===== src/rtl/sumlatch_uart_multi_pkg.sv =====
// sumlatch_uart_multi_pkg: shared UART constants, serialiser state encoding and byte-count helper
package sumlatch_pkg;
  localparam int UART_DATA_BITS = 8;
  typedef enum logic [2:0] {
    IDLE   = 3'd0,
    START  = 3'd1,
    DATA   = 3'd2,
    PARITY = 3'd3,
    STOP   = 3'd4
  } tx_state_t;
  function automatic int calc_nbytes(input int sum_w);
    return (sum_w + UART_DATA_BITS - 1) / UART_DATA_BITS;
  endfunction
endpackage


===== src/rtl/sumlatch_uart_multi_if.sv =====
// sumlatch_uart_multi_if: operand/strobe inputs and UART/sum outputs of the sum-latch core; master drives strobes, slave is the core
interface sumlatch_uart_multi_if #(
  parameter int DATA_W = 4,
  parameter int NUM_CH = 2
);
  localparam int SUM_W = DATA_W + $clog2(NUM_CH);
  logic [NUM_CH-1:0] save_n;
  logic [DATA_W-1:0] data_input;
  logic              uart_tx_en;
  logic              uart_txd;
  logic              uart_tx_busy;
  logic [SUM_W-1:0]  sum_out;
  modport master (
    output save_n, data_input, uart_tx_en,
    input  uart_txd, uart_tx_busy, sum_out
  );
  modport slave (
    input  save_n, data_input, uart_tx_en,
    output uart_txd, uart_tx_busy, sum_out
  );
endinterface


===== src/rtl/sumlatch_uart_multi_tx_byte.sv =====
// uart_tx_byte: single-byte UART serialiser (start/done handshake, 8N1 or 8E1 with SUMLATCH_PARITY_EN); ports clk, reset, i_start, i_data, o_txd, o_busy, o_done
module uart_tx_byte
  import sumlatch_pkg::*;
#(
  parameter int CLKS_PER_BIT = 868
) (
  input  logic       clk,
  input  logic       reset,
  input  logic       i_start,
  input  logic [7:0] i_data,
  output logic       o_txd,
  output logic       o_busy,
  output logic       o_done
);
  localparam int CNT_W = $clog2(CLKS_PER_BIT);
  localparam logic [2:0] S_IDLE  = 3'(IDLE);
  localparam logic [2:0] S_START = 3'(START);
  localparam logic [2:0] S_DATA  = 3'(DATA);
  localparam logic [2:0] S_STOP  = 3'(STOP);
`ifdef SUMLATCH_PARITY_EN
  localparam logic [2:0] S_PARITY = 3'(PARITY);
  logic r_par;
`endif
  logic [2:0]       r_state;
  logic [CNT_W-1:0] r_cnt;
  logic [2:0]       r_bit;
  logic [7:0]       r_sh;
  logic             r_txd;
  logic             r_busy;
  logic             w_tick;
  assign w_tick = r_cnt == CNT_W'(CLKS_PER_BIT - 1);
  assign o_done = (r_state == S_STOP) && w_tick;
  assign o_txd  = r_txd;
  assign o_busy = r_busy;
  always_ff @(posedge clk or posedge reset) begin
    if (reset) begin
      r_state <= S_IDLE;
      r_cnt   <= '0;
      r_bit   <= '0;
      r_sh    <= '0;
      r_txd   <= 1'b1;
      r_busy  <= 1'b0;
    end else begin
      r_cnt <= (r_state == S_IDLE || w_tick) ? '0 : r_cnt + 1'b1;
      case (r_state)
        S_IDLE: if (i_start) begin
          r_state <= S_START;
          r_sh    <= i_data;
          r_txd   <= 1'b0;
          r_busy  <= 1'b1;
        end
        S_START: if (w_tick) begin
          r_state <= S_DATA;
          r_bit   <= '0;
          r_txd   <= r_sh[0];
        end
        S_DATA: if (w_tick) begin
          r_sh  <= r_sh >> 1;
          r_bit <= r_bit + 1'b1;
          if (r_bit == 3'd7) begin
`ifdef SUMLATCH_PARITY_EN
            r_state <= S_PARITY;
            r_txd   <= r_par;
`else
            r_state <= S_STOP;
            r_txd   <= 1'b1;
`endif
          end else
            r_txd <= r_sh[1];
        end
`ifdef SUMLATCH_PARITY_EN
        S_PARITY: if (w_tick) begin
          r_state <= S_STOP;
          r_txd   <= 1'b1;
        end
`endif
        S_STOP: if (w_tick) begin
          if (i_start) begin
            r_state <= S_START;
            r_sh    <= i_data;
            r_txd   <= 1'b0;
          end else begin
            r_state <= S_IDLE;
            r_txd   <= 1'b1;
            r_busy  <= 1'b0;
          end
        end
        default: r_state <= S_IDLE;
      endcase
    end
  end
`ifdef SUMLATCH_PARITY_EN
  always_ff @(posedge clk or posedge reset)
    if (reset) r_par <= 1'b0;
    else if (i_start && (r_state == S_IDLE || o_done)) r_par <= ^i_data;
`endif
endmodule


===== src/rtl/sumlatch_uart_multi.sv =====
// sumlatch_uart_multi: latches NUM_CH operands under save strobes, registers their sum and sends it LSB byte first over UART (8E1 when SUMLATCH_PARITY_EN); ports clk, reset, bus (save_n, data_input, uart_tx_en, uart_txd, uart_tx_busy, sum_out)
module sumlatch_uart_multi
  import sumlatch_pkg::*;
#(
  parameter int DATA_W       = 4,
  parameter int NUM_CH       = 2,
  parameter int CLKS_PER_BIT = 868,
  parameter int SYNC_STAGES  = 2
) (
  input  logic                        clk,
  input  logic                        reset,
  sumlatch_uart_multi_if.slave        bus
);
  localparam int SUM_W  = DATA_W + $clog2(NUM_CH);
  localparam int NBYTES = calc_nbytes(SUM_W);
  localparam int SNAP_W = (NBYTES + 1) * UART_DATA_BITS;
  localparam int IDX_W  = NBYTES > 1 ? $clog2(NBYTES) : 1;
  logic [SYNC_STAGES-1:0][NUM_CH-1:0] r_save_sync;
  logic [NUM_CH-1:0]                  r_save_prev;
  logic [NUM_CH-1:0]                  w_save_fall;
  logic [SYNC_STAGES-1:0]             r_en_sync;
  logic                               r_en_prev;
  logic                               w_en_rise;
  logic [DATA_W-1:0]                  r_op [NUM_CH];
  logic [SUM_W-1:0]                   w_sum;
  logic [SUM_W-1:0]                   r_sum;
  logic [SNAP_W-1:0]                  r_snap;
  logic [SNAP_W-1:0]                  w_pad;
  logic [IDX_W-1:0]                   r_byte_idx;
  logic                               w_txd;
  logic                               w_busy;
  logic                               w_done;
  logic                               w_first;
  logic                               w_next;
  logic [7:0]                         w_byte;
  assign w_save_fall = r_save_prev & ~r_save_sync[SYNC_STAGES-1];
  assign w_en_rise   = r_en_sync[SYNC_STAGES-1] & ~r_en_prev;
  assign w_pad       = SNAP_W'(r_sum);
  assign w_first     = w_en_rise & ~w_busy;
  assign w_next      = w_done && (r_byte_idx != IDX_W'(NBYTES - 1));
  // r_snap[7:0] is the byte on the wire, so the next byte always sits at [15:8]
  assign w_byte      = w_first ? w_pad[7:0] : r_snap[15:8];
  assign bus.uart_txd     = w_txd;
  assign bus.uart_tx_busy = w_busy;
  assign bus.sum_out      = r_sum;
  always_ff @(posedge clk or posedge reset) begin
    if (reset) begin
      r_save_sync <= '1;
      r_save_prev <= '1;
      r_en_sync   <= '0;
      r_en_prev   <= 1'b0;
    end else begin
      r_save_sync <= {r_save_sync[SYNC_STAGES-2:0], bus.save_n};
      r_save_prev <= r_save_sync[SYNC_STAGES-1];
      r_en_sync   <= {r_en_sync[SYNC_STAGES-2:0], bus.uart_tx_en};
      r_en_prev   <= r_en_sync[SYNC_STAGES-1];
    end
  end
  always_ff @(posedge clk or posedge reset) begin
    if (reset) begin
      for (int i = 0; i < NUM_CH; i++) r_op[i] <= '0;
    end else begin
      for (int i = 0; i < NUM_CH; i++) if (w_save_fall[i]) r_op[i] <= bus.data_input;
    end
  end
  always_comb begin
    w_sum = '0;
    for (int i = 0; i < NUM_CH; i++) w_sum = w_sum + SUM_W'(r_op[i]);
  end
  always_ff @(posedge clk or posedge reset)
    if (reset) r_sum <= '0;
    else r_sum <= w_sum;
  always_ff @(posedge clk or posedge reset) begin
    if (reset) begin
      r_snap     <= '0;
      r_byte_idx <= '0;
    end else if (w_first) begin
      r_snap     <= w_pad;
      r_byte_idx <= '0;
    end else if (w_next) begin
      r_snap     <= r_snap >> UART_DATA_BITS;
      r_byte_idx <= r_byte_idx + 1'b1;
    end
  end
  uart_tx_byte #(.CLKS_PER_BIT(CLKS_PER_BIT)) u_tx (
    .clk     (clk),
    .reset   (reset),
    .i_start (w_first | w_next),
    .i_data  (w_byte),
    .o_txd   (w_txd),
    .o_busy  (w_busy),
    .o_done  (w_done)
  );
endmodule


===== src/flat_wrapper.sv =====
// flat-port wrapper written by rule: the top's interface ports become plain ports
module sumlatch_uart_multi_flat import sumlatch_pkg::*;
#(
  parameter int DATA_W       = 4,
  parameter int NUM_CH       = 2,
  parameter int CLKS_PER_BIT = 868,
  parameter int SYNC_STAGES  = 2
)
  (clk, reset, bus_save_n, bus_data_input, bus_uart_tx_en, bus_uart_txd, bus_uart_tx_busy, bus_sum_out);
  sumlatch_uart_multi_if #(.DATA_W(DATA_W), .NUM_CH(NUM_CH)) bus_i ();
  input  logic clk;
  input  logic reset;
  input wire logic [$bits(bus_i.save_n)-1:0] bus_save_n;
  input wire logic [$bits(bus_i.data_input)-1:0] bus_data_input;
  input wire logic [$bits(bus_i.uart_tx_en)-1:0] bus_uart_tx_en;
  output wire logic [$bits(bus_i.uart_txd)-1:0] bus_uart_txd;
  output wire logic [$bits(bus_i.uart_tx_busy)-1:0] bus_uart_tx_busy;
  output wire logic [$bits(bus_i.sum_out)-1:0] bus_sum_out;
  assign bus_i.save_n = bus_save_n;
  assign bus_i.data_input = bus_data_input;
  assign bus_i.uart_tx_en = bus_uart_tx_en;
  assign bus_uart_txd = bus_i.uart_txd;
  assign bus_uart_tx_busy = bus_i.uart_tx_busy;
  assign bus_sum_out = bus_i.sum_out;
  sumlatch_uart_multi #(.DATA_W(DATA_W), .NUM_CH(NUM_CH), .CLKS_PER_BIT(CLKS_PER_BIT), .SYNC_STAGES(SYNC_STAGES)) u_core (.clk(clk), .reset(reset), .bus(bus_i));
endmodule

===== config.mk =====
export PLATFORM = sky130hd
export DESIGN_NAME = sumlatch_uart_multi_flat
export DESIGN_NICKNAME = d
export VERILOG_FILES = /design/src/rtl/sumlatch_uart_multi_pkg.sv /design/src/rtl/sumlatch_uart_multi_if.sv /design/src/rtl/sumlatch_uart_multi_tx_byte.sv /design/src/rtl/sumlatch_uart_multi.sv /design/src/flat_wrapper.sv
export SDC_FILE = /design/constraint.sdc
export NUM_CORES = 1
export LEC_CHECK = 0
export ABC_AREA = 1
export ABC_CLOCK_PERIOD_IN_PS = 3750
export CAP_MARGIN = 20
export CORE_ASPECT_RATIO = 2
export CORE_MARGIN = 2
export CORE_UTILIZATION = 60
export CTS_CLUSTER_DIAMETER = 50
export DETAILED_ROUTE_END_ITERATION = 16
export PLACE_DENSITY_LB_ADDON = 0.3
export SYNTH_ARGS = -nofsm -noshare
export SYNTH_HDL_FRONTEND = slang
export SYNTH_HIERARCHICAL = 1
export SYNTH_SLANG_ARGS = --single-unit

===== constraint.sdc =====
create_clock -name clk -period 3.75 [get_ports clk]
set_clock_uncertainty 0.1 [all_clocks]
set_input_delay 1.125 -clock clk [delete_from_list [all_inputs] [get_ports clk]]
set_output_delay 1.125 -clock clk [all_outputs]
set_load 0.05 [all_outputs]

==> results of run 1 <==
## placed cells by master (no fill, tap or decap), types with 3 or more instances in the layout
cell type        Yosys  routed
a21oi_1              7       7
clkbuf_8             0       6
clkdlybuf4s50_1      0      15
conb_1               1       3
dfrtp_1             42      42
dfstp_2              7       7
ha_1                 7       7
inv_1               36      36
mux2i_1              7       7
nand2_1             61      61
nand3_1             12      12
nor2_1              26      26
nor3_1               4       4
o21ai_0             15      15
o21ai_1              6       6
o21ai_2              3       3
xor2_1               3       3
## metal layers
layer / global-route usage, % / vias up / part of all wire, %
met5: 0 / - / 0
met4: 7.43 / 0 / 1.9
met3: 3.58 / 9 / 1.9
met2: 39.7 / 21 / 59
met1: 25.1 / 809 / 37
li1: - / 851 / -
## stage by stage
stage | cell area (um2) | utilization [%]
global placement | 2510 | 68.8
finish | 2630 | 72.2
detailed placement | 2510 | 68.8
global route | 2630 | 72.2
floorplan | 2310 | -
CTS | 2610 | 71.5
## where the power goes
group	internal, mW	switching [mW]	leakage, nW
registers	0.609	0.0605	0.609
clock network	0.150	0.170	0.0512
logic	0.118	0.209	0.660
total	0.876	0.440	1.32
## final timing paths
path,to,cells after the start,from
min,u_core/r_en_sync[1],0,u_core/r_en_sync[0]
max reg2reg,u_core/u_tx/r_sh[1],12,u_core/u_tx/r_cnt[0]
min in group asynchronous,u_core/u_tx/r_cnt[1],2,reset
min reg2reg,u_core/r_en_sync[1],0,u_core/r_en_sync[0]
max in group asynchronous,u_core/r_op[4],2,reset
max,bus_uart_txd,1,u_core/u_tx/o_txd
## state kept, by name, summed over array words and instances, names as in the netlist
name and flops:
u_core/bus.sum_out 5, u_core/u_tx/o_txd 1, u_core/r_en_sync 2, u_core/r_byte_idx 1, u_core/r_en_prev 1, u_core/u_tx/r_sh 8
u_core/r_save_prev 2, u_core/u_tx/o_busy 1, u_core/u_tx/r_bit 3, u_core/u_tx/r_cnt 10, u_core/u_tx/r_state 3, u_core/r_save_sync 4
u_core/r_op 8
## cells by family after synthesis
logic type | count (synthesis) | share of synthesized area [%]
other | 1 | 0.163
adders and majority gates | 8 | 4.68
xor gates and xnor gates | 4 | 1.52
DFF | 49 | 53.7
buffers and inverters | 39 | 6.75
and+or+nand+nor | 114 | 22.3
muxes | 7 | 3.05
AOI/OAI and AO/OA | 33 | 7.83
## final cells by class
class	instances	area, um2	area share [%]
Inverter	37	139	5.27
Clock buffer	6	82.6	3.14
Sequential cell	49	1230	46.9
Multi-Input combinational cell	169	917	34.8
Clock inverter	2	13.8	0.523
Tap cell	49	61.3	2.33
Timing Repair Buffer	17	185	7.03
==> results.json, run 1 <==
{
  "syn_inst": 255,
  "cts_setup_buffers": 0,
  "post-route-min-period_ns": 2.85,
  "ys_types": 30,
  "fillerInstances": 309,
  "finalSetupTns_ns": 0,
  "cts_num_sinks": 49,
  "grt_start_max_net_pins": 27,
  "p_total_mw": 1.32,
  "h-tree-depth": 2,
  "drc": 0,
  "worst_pin_slew_ns": 0.800,
  "antennaDiodeCount": 0,
  "viasPerCell": 5.14,
  "clk_latency_ns": 0.30,
  "cts_resized": 0,
  "p_leak_nw": 1.32,
  "ys_ff_latch": 49,
  "crit_path_start_kind": "register",
  "critPathSlowestCell": "clkdlybuf4s50_1",
  "synthFlopType": "dfrtp_1",
  "overflow": 0,
  "crit_family": "buffers and inverters",
  "ios": 16,
  "totalWireLength_um": 4170,
  "numCtsBuffers": 5,
  "gp_congestion": 0.862,
  "stdcell_count": 329,
  "core-area_um2": 3650,
  "crit_arrival_ns": 1.62,
  "chipHeight_um": 91.6,
  "ys_seq_area_share_pct": 53.7,
  "postCtsHoldBufs": 0,
  "clk_path_buf_depth": 2,
  "rsz0062_at_grt": "no",
  "fin_ws_ns": 0.901,
  "ys_warn_count": 6,
  "max_slew_margin_pct": 46.6,
  "synthTopCellsByCount": "61 x nand2_1, 42 x dfrtp_1, 36 x inv_1, 26 x nor2_1, 15 x o21ai_0",
  "post-place-ws_ns": 1.18,
  "p_per_area_nw_per_um2": 500,
  "areaGrowthSynthToFinish_pct": 14.5,
  "drtAntennaViolNets": 0,
  "avgSynthCellArea_um2": 9.02,
  "fmax_mhz": 351,
  "drive_above_1_share_pct": 10.0,
  "dp_hpwl_um": 3140,
  "synth-async-reset-ratio_pct": 100,
  "drv_cap": 0,
  "path_class": "reg2out",
  "hold_slack_ns": 0.252,
  "vias": 1690,
  "syn_area_um2": 2300,
  "grt_pass1_wl_um": 7110,
  "r2r_slack_ns": 1.57,
  "status": "complete, no violations",
  "wl_per_cell_um": 12.7,
  "port_buffers": 15,
  "grtUsageTotal_pct": 22.4,
  "nets": 296,
  "place_inst": 320,
  "drtIter0Drc": 34,
  "drv_slew": 0,
  "yosysMostFrequentCell": "nand2_1",
  "peakVddDrop_uv": 388,
  "grt_pass1_vias": 1679,
  "yosys.area.top_type": "dfrtp_1",
  "worstPathRequired_ns": 2.52,
  "yosys.area.top_type_share_pct": 45.7,
  "hold_viol_final": 0,
  "fp.dieW_um": 47.8,
  "cp_cell_sequence": "clkdlybuf4s50_1",
  "rows": 31,
  "max_stage_delay_ns": 0.79,
  "end_kind": "primary output",
  "crit_fanout": 2,
  "hold_class": "reg2reg",
  "clk_pin_slew_worst_paths_ns": 0.09,
  "clockRootBuffer": "clkbuf_8",
  "synthTopCellsByArea": "dfrtp_1 46%, nand2_1 10%, dfstp_2 8.0%, inv_1 5.9%, nor2_1 4.2%",
  "synth_edf_count": 0,
  "period_share_pct": 76.0,
  "critPathBufInv": 1,
  "antenna_found_initial": 0,
  "cts_tree": "built",
  "firstDrtPassIters": 4,
  "setup_violations": 0,
  "start_util_pct": 63.1,
  "die_area_um2": 4370
}
No activity file was read; power rests on OpenSTA's default activity.
==> inputs of run 2 (changes only) <==
--- a/config.mk
+++ b/config.mk
@@ -6,11 +6,11 @@
 export NUM_CORES = 1
 export LEC_CHECK = 0
 export ABC_AREA = 1
-export ABC_CLOCK_PERIOD_IN_PS = 3750
+export ABC_CLOCK_PERIOD_IN_PS = 2700
 export CAP_MARGIN = 20
 export CORE_ASPECT_RATIO = 2
 export CORE_MARGIN = 2
-export CORE_UTILIZATION = 60
+export CORE_UTILIZATION = 58
 export CTS_CLUSTER_DIAMETER = 50
 export DETAILED_ROUTE_END_ITERATION = 16
 export PLACE_DENSITY_LB_ADDON = 0.3
==> constraint.sdc (replaced) <==
create_clock -name clk -period 2.7 [get_ports clk]
set_clock_uncertainty 0.1 [all_clocks]
set_input_delay 0.81 -clock clk [delete_from_list [all_inputs] [get_ports clk]]
set_output_delay 0.81 -clock clk [all_outputs]
set_load 0.05 [all_outputs]
==> run 2 against run 1 <==
Net effect:
- critical path depth unchanged
- register-to-register slack worse by 0.98 ns
- worst hold slack better by 0.0047 ns
- power up 35%
- global-route usage down 2.2 points
- final area down 0.90%
- critical endpoint unchanged
- largest power group unchanged
==> results.json, run 2 (synthesis results as in run 1) <==
{
  "start_util_pct": 59.8,
  "rsz0062_at_grt": "no",
  "period_share_pct": 93.8,
  "critPathBufInv": 1,
  "core-area_um2": 3840,
  "drv_cap": 0,
  "mostFrequentLayoutCell": "nand2_1",
  "antennaDiodeCount": 0,
  "design_area_um2": 2610,
  "drc": 0,
  "nets": 297,
  "chipHeight_um": 93.1,
  "p_per_area_nw_per_um2": 680,
  "setup_violations": 0,
  "place_inst": 324,
  "totalWireLength_um": 3980,
  "p_leak_nw": 1.31,
  "end_kind": "primary output",
  "cp_cell_sequence": "clkdlybuf4s50_1",
  "cts_num_sinks": 49,
  "crit_path_start_kind": "register",
  "gp_congestion": 0.855,
  "max_slew_margin_pct": 66.2,
  "crit_family": "buffers and inverters",
  "grt_pass1_wl_um": 7040,
  "grtUsageTotal_pct": 20.2,
  "wl_per_cell_um": 12.0,
  "die_area_um2": 4520,
  "cts_tree": "built",
  "max_stage_delay_ns": 0.79,
  "placed_area_um2": 2530,
  "grt_pass1_vias": 1708,
  "worstPathRequired_ns": 1.79,
  "numCtsBuffers": 5,
  "largest-register": "u_core/u_tx/r_cnt",
  "hold_class": "reg2reg",
  "ios": 16,
  "postCtsHoldBufs": 0,
  "port_buffers": 15,
  "crit_fanout": 2,
  "post-route-min-period_ns": 2.53,
  "fp.dieW_um": 48.5,
  "h-tree-depth": 2,
  "areaGrowthSynthToFinish_pct": 13.5,
  "antenna_found_initial": 0,
  "crit_arrival_ns": 1.62,
  "stdcell_count": 332,
  "clk_latency_ns": 0.30,
  "rows": 32,
  "overflow": 0,
  "largest_reg_flops": 10,
  "clk_pin_slew_worst_paths_ns": 0.08,
  "drive_above_1_share_pct": 9.96,
  "drtIter0Drc": 37,
  "clk_path_buf_depth": 2,
  "finalSetupTns_ns": 0,
  "fmax_mhz": 395,
  "status": "complete, no violations",
  "worst_pin_slew_ns": 0.505,
  "reg_top3": "u_core/u_tx/r_cnt (10), u_core/r_op (8), u_core/u_tx/r_sh (8)",
  "hold_viol_final": 0,
  "path_class": "reg2out",
  "cts_resized": 0,
  "clockRootBuffer": "clkbuf_8",
  "peakVddDrop_uv": 443,
  "vias": 1697,
  "dp_hpwl_um": 2990,
  "viasPerCell": 5.11,
  "firstDrtPassIters": 4,
  "final_cell_mix": "61 x nand2_1, 42 x dfrtp_1, 36 x inv_1, 26 x nor2_1",
  "critPathSlowestCell": "clkdlybuf4s50_1",
  "drv_slew": 0,
  "r2r_slack_ns": 0.59,
  "grt_start_max_net_pins": 27,
  "drtAntennaViolNets": 0,
  "cts_setup_buffers": 0
}
[run 2: area by class of cell]
| type | instances | area (um2) |
|---|---|---|
| clock inverter | 2 | 10.0 |
| clock buffer | 6 | 72.6 |
| sequential | 49 | 1230 |
| timing repair buffer | 18 | 173 |
| inverter | 37 | 139 |
| tap | 51 | 63.8 |
| fill | 326 | 1230 |
| multi-input combinational | 169 | 917 |
[run 2: routing by layer]
metal  global-route usage [%]  up-vias  routed length [um]
met1                     20.9      809                1560
met2                     37.8       29                2210
li1                         -      850                   -
met4                     12.4        0                 116
met3                     2.72        9                  97
met5                        0        -                   0
[run 2: power breakdown]
part / leakage, nW / internal, mW / switching [mW]
sequential: 0.609 / 0.846 / 0.0788
clock: 0.0450 / 0.180 / 0.223
combinational: 0.656 / 0.160 / 0.286
total: 1.31 / 1.19 / 0.588
[run 2: path summary, 6_finish.rpt]
path / startpoint / end / cells past startpoint
setup / recovery: u_core/u_tx/o_txd / bus_uart_txd / 1
hold / removal: u_core/r_en_sync[0] / u_core/r_en_sync[1] / 0
setup reg to reg: u_core/u_tx/r_cnt[2] / u_core/u_tx/r_sh[2] / 12
hold reg to reg: u_core/r_en_sync[0] / u_core/r_en_sync[1] / 0
max in group asynchronous: reset / u_core/u_tx/o_txd / 3
min in group asynchronous: reset / u_core/r_en_sync[1] / 3
[run 2: per-stage QoR]
| step | total power [mW] | setup slack (ns) | utilization, % | hold slack (ns) |
|---|---|---|---|---|
| 2_1_floorplan | 1.25 | 0.841 | - | 0.231 |
| 3_3_place_gp | 1.37 | 0.497 | 65.8 | 0.237 |
| 3_5_place_dp | 1.38 | 0.489 | 65.8 | 0.242 |
| 4_1_cts | 1.79 | 0.150 | 67.9 | 0.261 |
| 5_1_grt | 1.88 | 0.126 | 67.9 | 0.263 |
| 6_report | 1.77 | 0.168 | 67.9 | 0.257 |
==> RTL change 1: new RTL, config.mk and constraints of run 2 <==
`NUM_CH` is set to 2 in 3 places; all go to 4.
--- a/src/rtl/sumlatch_uart_multi_if.sv
+++ b/src/rtl/sumlatch_uart_multi_if.sv
@@ -3,3 +3,3 @@
   parameter int DATA_W = 4,
-  parameter int NUM_CH = 2
+  parameter int NUM_CH = 4
 );
--- a/src/rtl/sumlatch_uart_multi.sv
+++ b/src/rtl/sumlatch_uart_multi.sv
@@ -5,3 +5,3 @@
   parameter int DATA_W       = 4,
-  parameter int NUM_CH       = 2,
+  parameter int NUM_CH       = 4,
   parameter int CLKS_PER_BIT = 868,
--- a/src/flat_wrapper.sv
+++ b/src/flat_wrapper.sv
@@ -4,3 +4,3 @@
   parameter int DATA_W       = 4,
-  parameter int NUM_CH       = 2,
+  parameter int NUM_CH       = 4,
   parameter int CLKS_PER_BIT = 868,
Ports: changed (resized bus_save_n and bus_sum_out); port bits go from 16 to 19. The function was not compared with the original's and may differ.
==> RTL change 1 against run 2 <==
  * Largest cell class unchanged
  * Worst hold slack got worse by 1.9 ps
  * Sequential cell count increased by 15
  * Non-clock buffer count increased by 2
  * Area after synthesis increased by 34%
  * Final area increased by 37%
  * Power increased by 96%
  * Routed wire length increased by 32%
  * Setup slack got worse by 32 ps
==> RTL change 1: results <==
{
  "post_synth_xor_area_fraction_pct": 1.13,
  "fillerInstances": 401,
  "compound_gate_fraction_of_synth_area_pct": 9.14,
  "synth_cells": 330,
  "hold_slack_ps": 255,
  "netlist-cell-type-count": 35,
  "worstPathArrival_ps": 1650,
  "run_status": "finished clean",
  "grt_first_pass_wirelength_um": 9610,
  "grt.met1_usage_pct": 22.8,
  "synthTopCellsByCount": "69 x sky130_fd_sc_hd__nand2_1, 58 x sky130_fd_sc_hd__inv_1, 51 x sky130_fd_sc_hd__dfrtp_1, 23 x sky130_fd_sc_hd__nor2_1, 22 x sky130_fd_sc_hd__o21ai_0",
  "synth_mux_area_share_pct": 0,
  "htree_levels": 3,
  "grt_pass1_vias": 2290,
  "min_from": "u_core/r_save_sync[2]",
  "gpl.final_weighted_congestion": 0.853,
  "post-dp-hpwl_um": 3830,
  "path_clk_slew_ps": 60,
  "globalRouteMet2Util_pct": 36.5,
  "use_met3_pct": 6.13,
  "layout-drive-gt1-share_pct": 16.5,
  "nNetsFinal": 386,
  "grt_start_max_net_pins": 32,
  "post-place-cells": 406,
  "synth.area.top_cells": "sky130_fd_sc_hd__dfrtp_1 41%, sky130_fd_sc_hd__dfstp_2 11%, sky130_fd_sc_hd__nand2_1 8.4%",
  "reg2regPathDepth": 8,
  "hold_path_end": "u_core/r_save_sync[6]",
  "dp_worst_setup_slack_ps": 222
}
[RTL change 1: changes by cell type after synthesis, sizes merged, moves of 3 or more]
| cell | run 2 | this run |
|---|---|---|
| dfrtp | 42 | 51 |
| dfstp | 7 | 13 |
| fa | 1 | 8 |
| inv | 36 | 61 |
| mux2i | 7 | 0 |
| nand2 | 63 | 81 |
| nor2 | 29 | 26 |
| o21ai | 24 | 38 |
[RTL change 1: cells by family after synthesis]
family                     count (synthesis)
AOI/OAI and AO/OA                         48
xor gates and xnor gates                   4
adders and majority gates                 16
buffers and inverters                     65
DFF                                       64
other                                      1
and+or+nand+nor                          132
[RTL change 1: layer usage]
layer	up-vias	part of all wire [%]
met5	-	0
met4	0	3.5
met3	17	2.9
met2	40	55
met1	1049	39
li1	1074	-
[RTL change 1: worst max path at each step]
stage / startpoint / end / slack, ps / depth (start not counted)
detailed placement: u_core/r_op[1] / u_core/bus.sum_out[3] / 220 / 8
finish: u_core/u_tx/o_txd / bus_uart_txd / 140 / 1
CTS: u_core/u_tx/o_txd / bus_uart_txd / 110 / 1
floorplan: u_core/r_op[1] / u_core/bus.sum_out[3] / 300 / 8
global route: u_core/r_op[1] / u_core/bus.sum_out[3] / 70 / 8
global placement: u_core/r_op[1] / u_core/bus.sum_out[3] / 260 / 8
[RTL change 1: area by class of cell]
type	count	area share, %
flip-flops and latches	64	45.2
multi-input cells	202	33.8
inverters	62	6.65
repair buffers	20	5.81
clock buffers	14	4.83
well taps	58	2.03
clock inverters	2	1.68
[RTL change 1: power by group]
part	switching [mW]	internal [mW]	total [mW]
Sequential	0.114	1.15	1.27
Combinational	0.826	0.441	1.27
Clock	0.342	0.596	0.939
==> RTL change 2: new RTL, settings of run 2 <==
Without the edit above. Add a define of `SUMLATCH_PARITY_EN`.
--- a/src/rtl/sumlatch_uart_multi_tx_byte.sv
+++ b/src/rtl/sumlatch_uart_multi_tx_byte.sv
@@ -1,2 +1,4 @@
 // uart_tx_byte: single-byte UART serialiser (start/done handshake, 8N1 or 8E1 with SUMLATCH_PARITY_EN); ports clk, reset, i_start, i_data, o_txd, o_busy, o_done
+`define SUMLATCH_PARITY_EN
+
 module uart_tx_byte
Formal check against the unedited RTL: same outputs for any inputs over 10 cycles, from zero or initial values and one cycle with reset high; that may be too few to reach the edited logic, so the function may still have changed.
==> RTL change 2 against run 2 <==
  * Area after synthesis grew 14%
  * Final area grew 14%
  * Via count grew 21%
  * Sequential cell count grew 1
  * Setup slack lost 18 ps
  * Routed wire length grew 24%
Power is not compared: it rests on default switching activity, and its combinational part moved more than twofold at a synthesized area within 25%.
==> RTL change 2: results <==
{
  "run_status": "finished clean",
  "path_max_fanout": 2,
  "post-dp-hpwl_um": 3910,
  "hold_path_end": "u_core/r_en_sync[1]",
  "critical_path.startpoint": "u_core/u_tx/o_txd",
  "synth_mux_area_share_pct": 0,
  "mean_number_of_vias_per_cell": 5.00,
  "gpl.final_weighted_congestion": 0.950,
  "worstReg2RegEnd": "u_core/u_tx/r_sh[6]",
  "synthTopCellsByCount": "101 x sky130_fd_sc_hd__nand2_1, 52 x sky130_fd_sc_hd__inv_1, 43 x sky130_fd_sc_hd__dfrtp_1, 27 x sky130_fd_sc_hd__nor2_1, 24 x sky130_fd_sc_hd__nand3_1",
  "compound_gate_fraction_of_synth_area_pct": 6.81,
  "grt_first_pass_wirelength_um": 8560,
  "worstSkewPairLatency_ps": 310,
  "numCtsBuffers": 5,
  "netlist-cell-type-count": 33,
  "synth_seq_area_share_pct": 48.0,
  "reg2regPathDepth": 14,
  "grt_usage_pct": 22.6,
  "reg2reg_setup_slack_ps": 410,
  "postSynthAreaPerCell_um2": 8.04,
  "yosys.area_share.adder_pct": 4.10,
  "post_synth_xor_area_fraction_pct": 1.33,
  "nNetsFinal": 373,
  "synth.area.top_cells": "sky130_fd_sc_hd__dfrtp_1 41%, sky130_fd_sc_hd__nand2_1 14%, sky130_fd_sc_hd__inv_1 7.4%",
  "asr_flop_ratio_synth_pct": 100,
  "drt-initial-drc-count": 42,
  "wirelength_um": 4930,
  "vias": 2054,
  "hold_slack_ps": 255,
  "layout-drive-gt1-share_pct": 10.9,
  "grt_pass1_vias": 2028,
  "worstReg2RegStart": "u_core/u_tx/r_cnt[0]",
  "worstPathArrival_ps": 1640,
  "worstMarginPinSlew_ps": 498,
  "post-place-cells": 403,
  "grt_start_max_net_pins": 28
}
[RTL change 2: how the worst max path moves through the flow]
stage / cells past startpoint / to / slack, ps
floorplan: 14 / u_core/u_tx/r_sh[0] / 740
CTS: 1 / bus_uart_txd / 140
finish: 1 / bus_uart_txd / 150
global placement: 1 / bus_uart_txd / 500
detailed placement: 14 / u_core/u_tx/r_sh[6] / 470
global route: 1 / bus_uart_txd / 110
[RTL change 2: final cells by class]
type | count | area [um2]
Clock buffer | 5 | 68.8
Clock inverter | 3 | 43.8
Fill cell | 373 | 1360
Inverter | 57 | 235
Multi-Input combinational cell | 225 | 1140
Sequential cell | 50 | 1260
Tap cell | 54 | 67.6
Timing Repair Buffer | 17 | 165
[RTL change 2: metrics by stage]
step	setup WS [ps]	power (mW)	instance area, um2
floorplan	741	1.81	2650
global placement	496	2.01	2870
detailed placement	467	2.04	2870
CTS	136	2.57	2980
global route	114	2.74	2980
finish	150	2.55	2980
[RTL change 2: power by group through the flow]
stage	clock, mW	sequential, mW	combinational [mW]
global route	0.568	1.07	1.10
CTS	0.545	1.05	0.979
finish	0.532	1.05	0.970
global placement	0	1.06	0.956
detailed placement	0	1.06	0.975
floorplan	0	1.16	0.656
[RTL change 2: cells by family after synthesis]
logic type                 count (synthesis)
AOI/OAI and AO/OA                         33
xor gates and xnor gates                   4
adders and majority gates                  8
buffers and inverters                     59
DFF                                       50
other                                      1
and+or+nand+nor                          172
[RTL change 2: routing by layer]
layer | up-vias | track usage (%) | wire length (um)
met5 | - | 0 | 0
met4 | 0 | 12.1 | 161
met3 | 14 | 3.60 | 99
met2 | 31 | 42.2 | 2890
met1 | 955 | 22.4 | 1790
li1 | 1054 | - | -
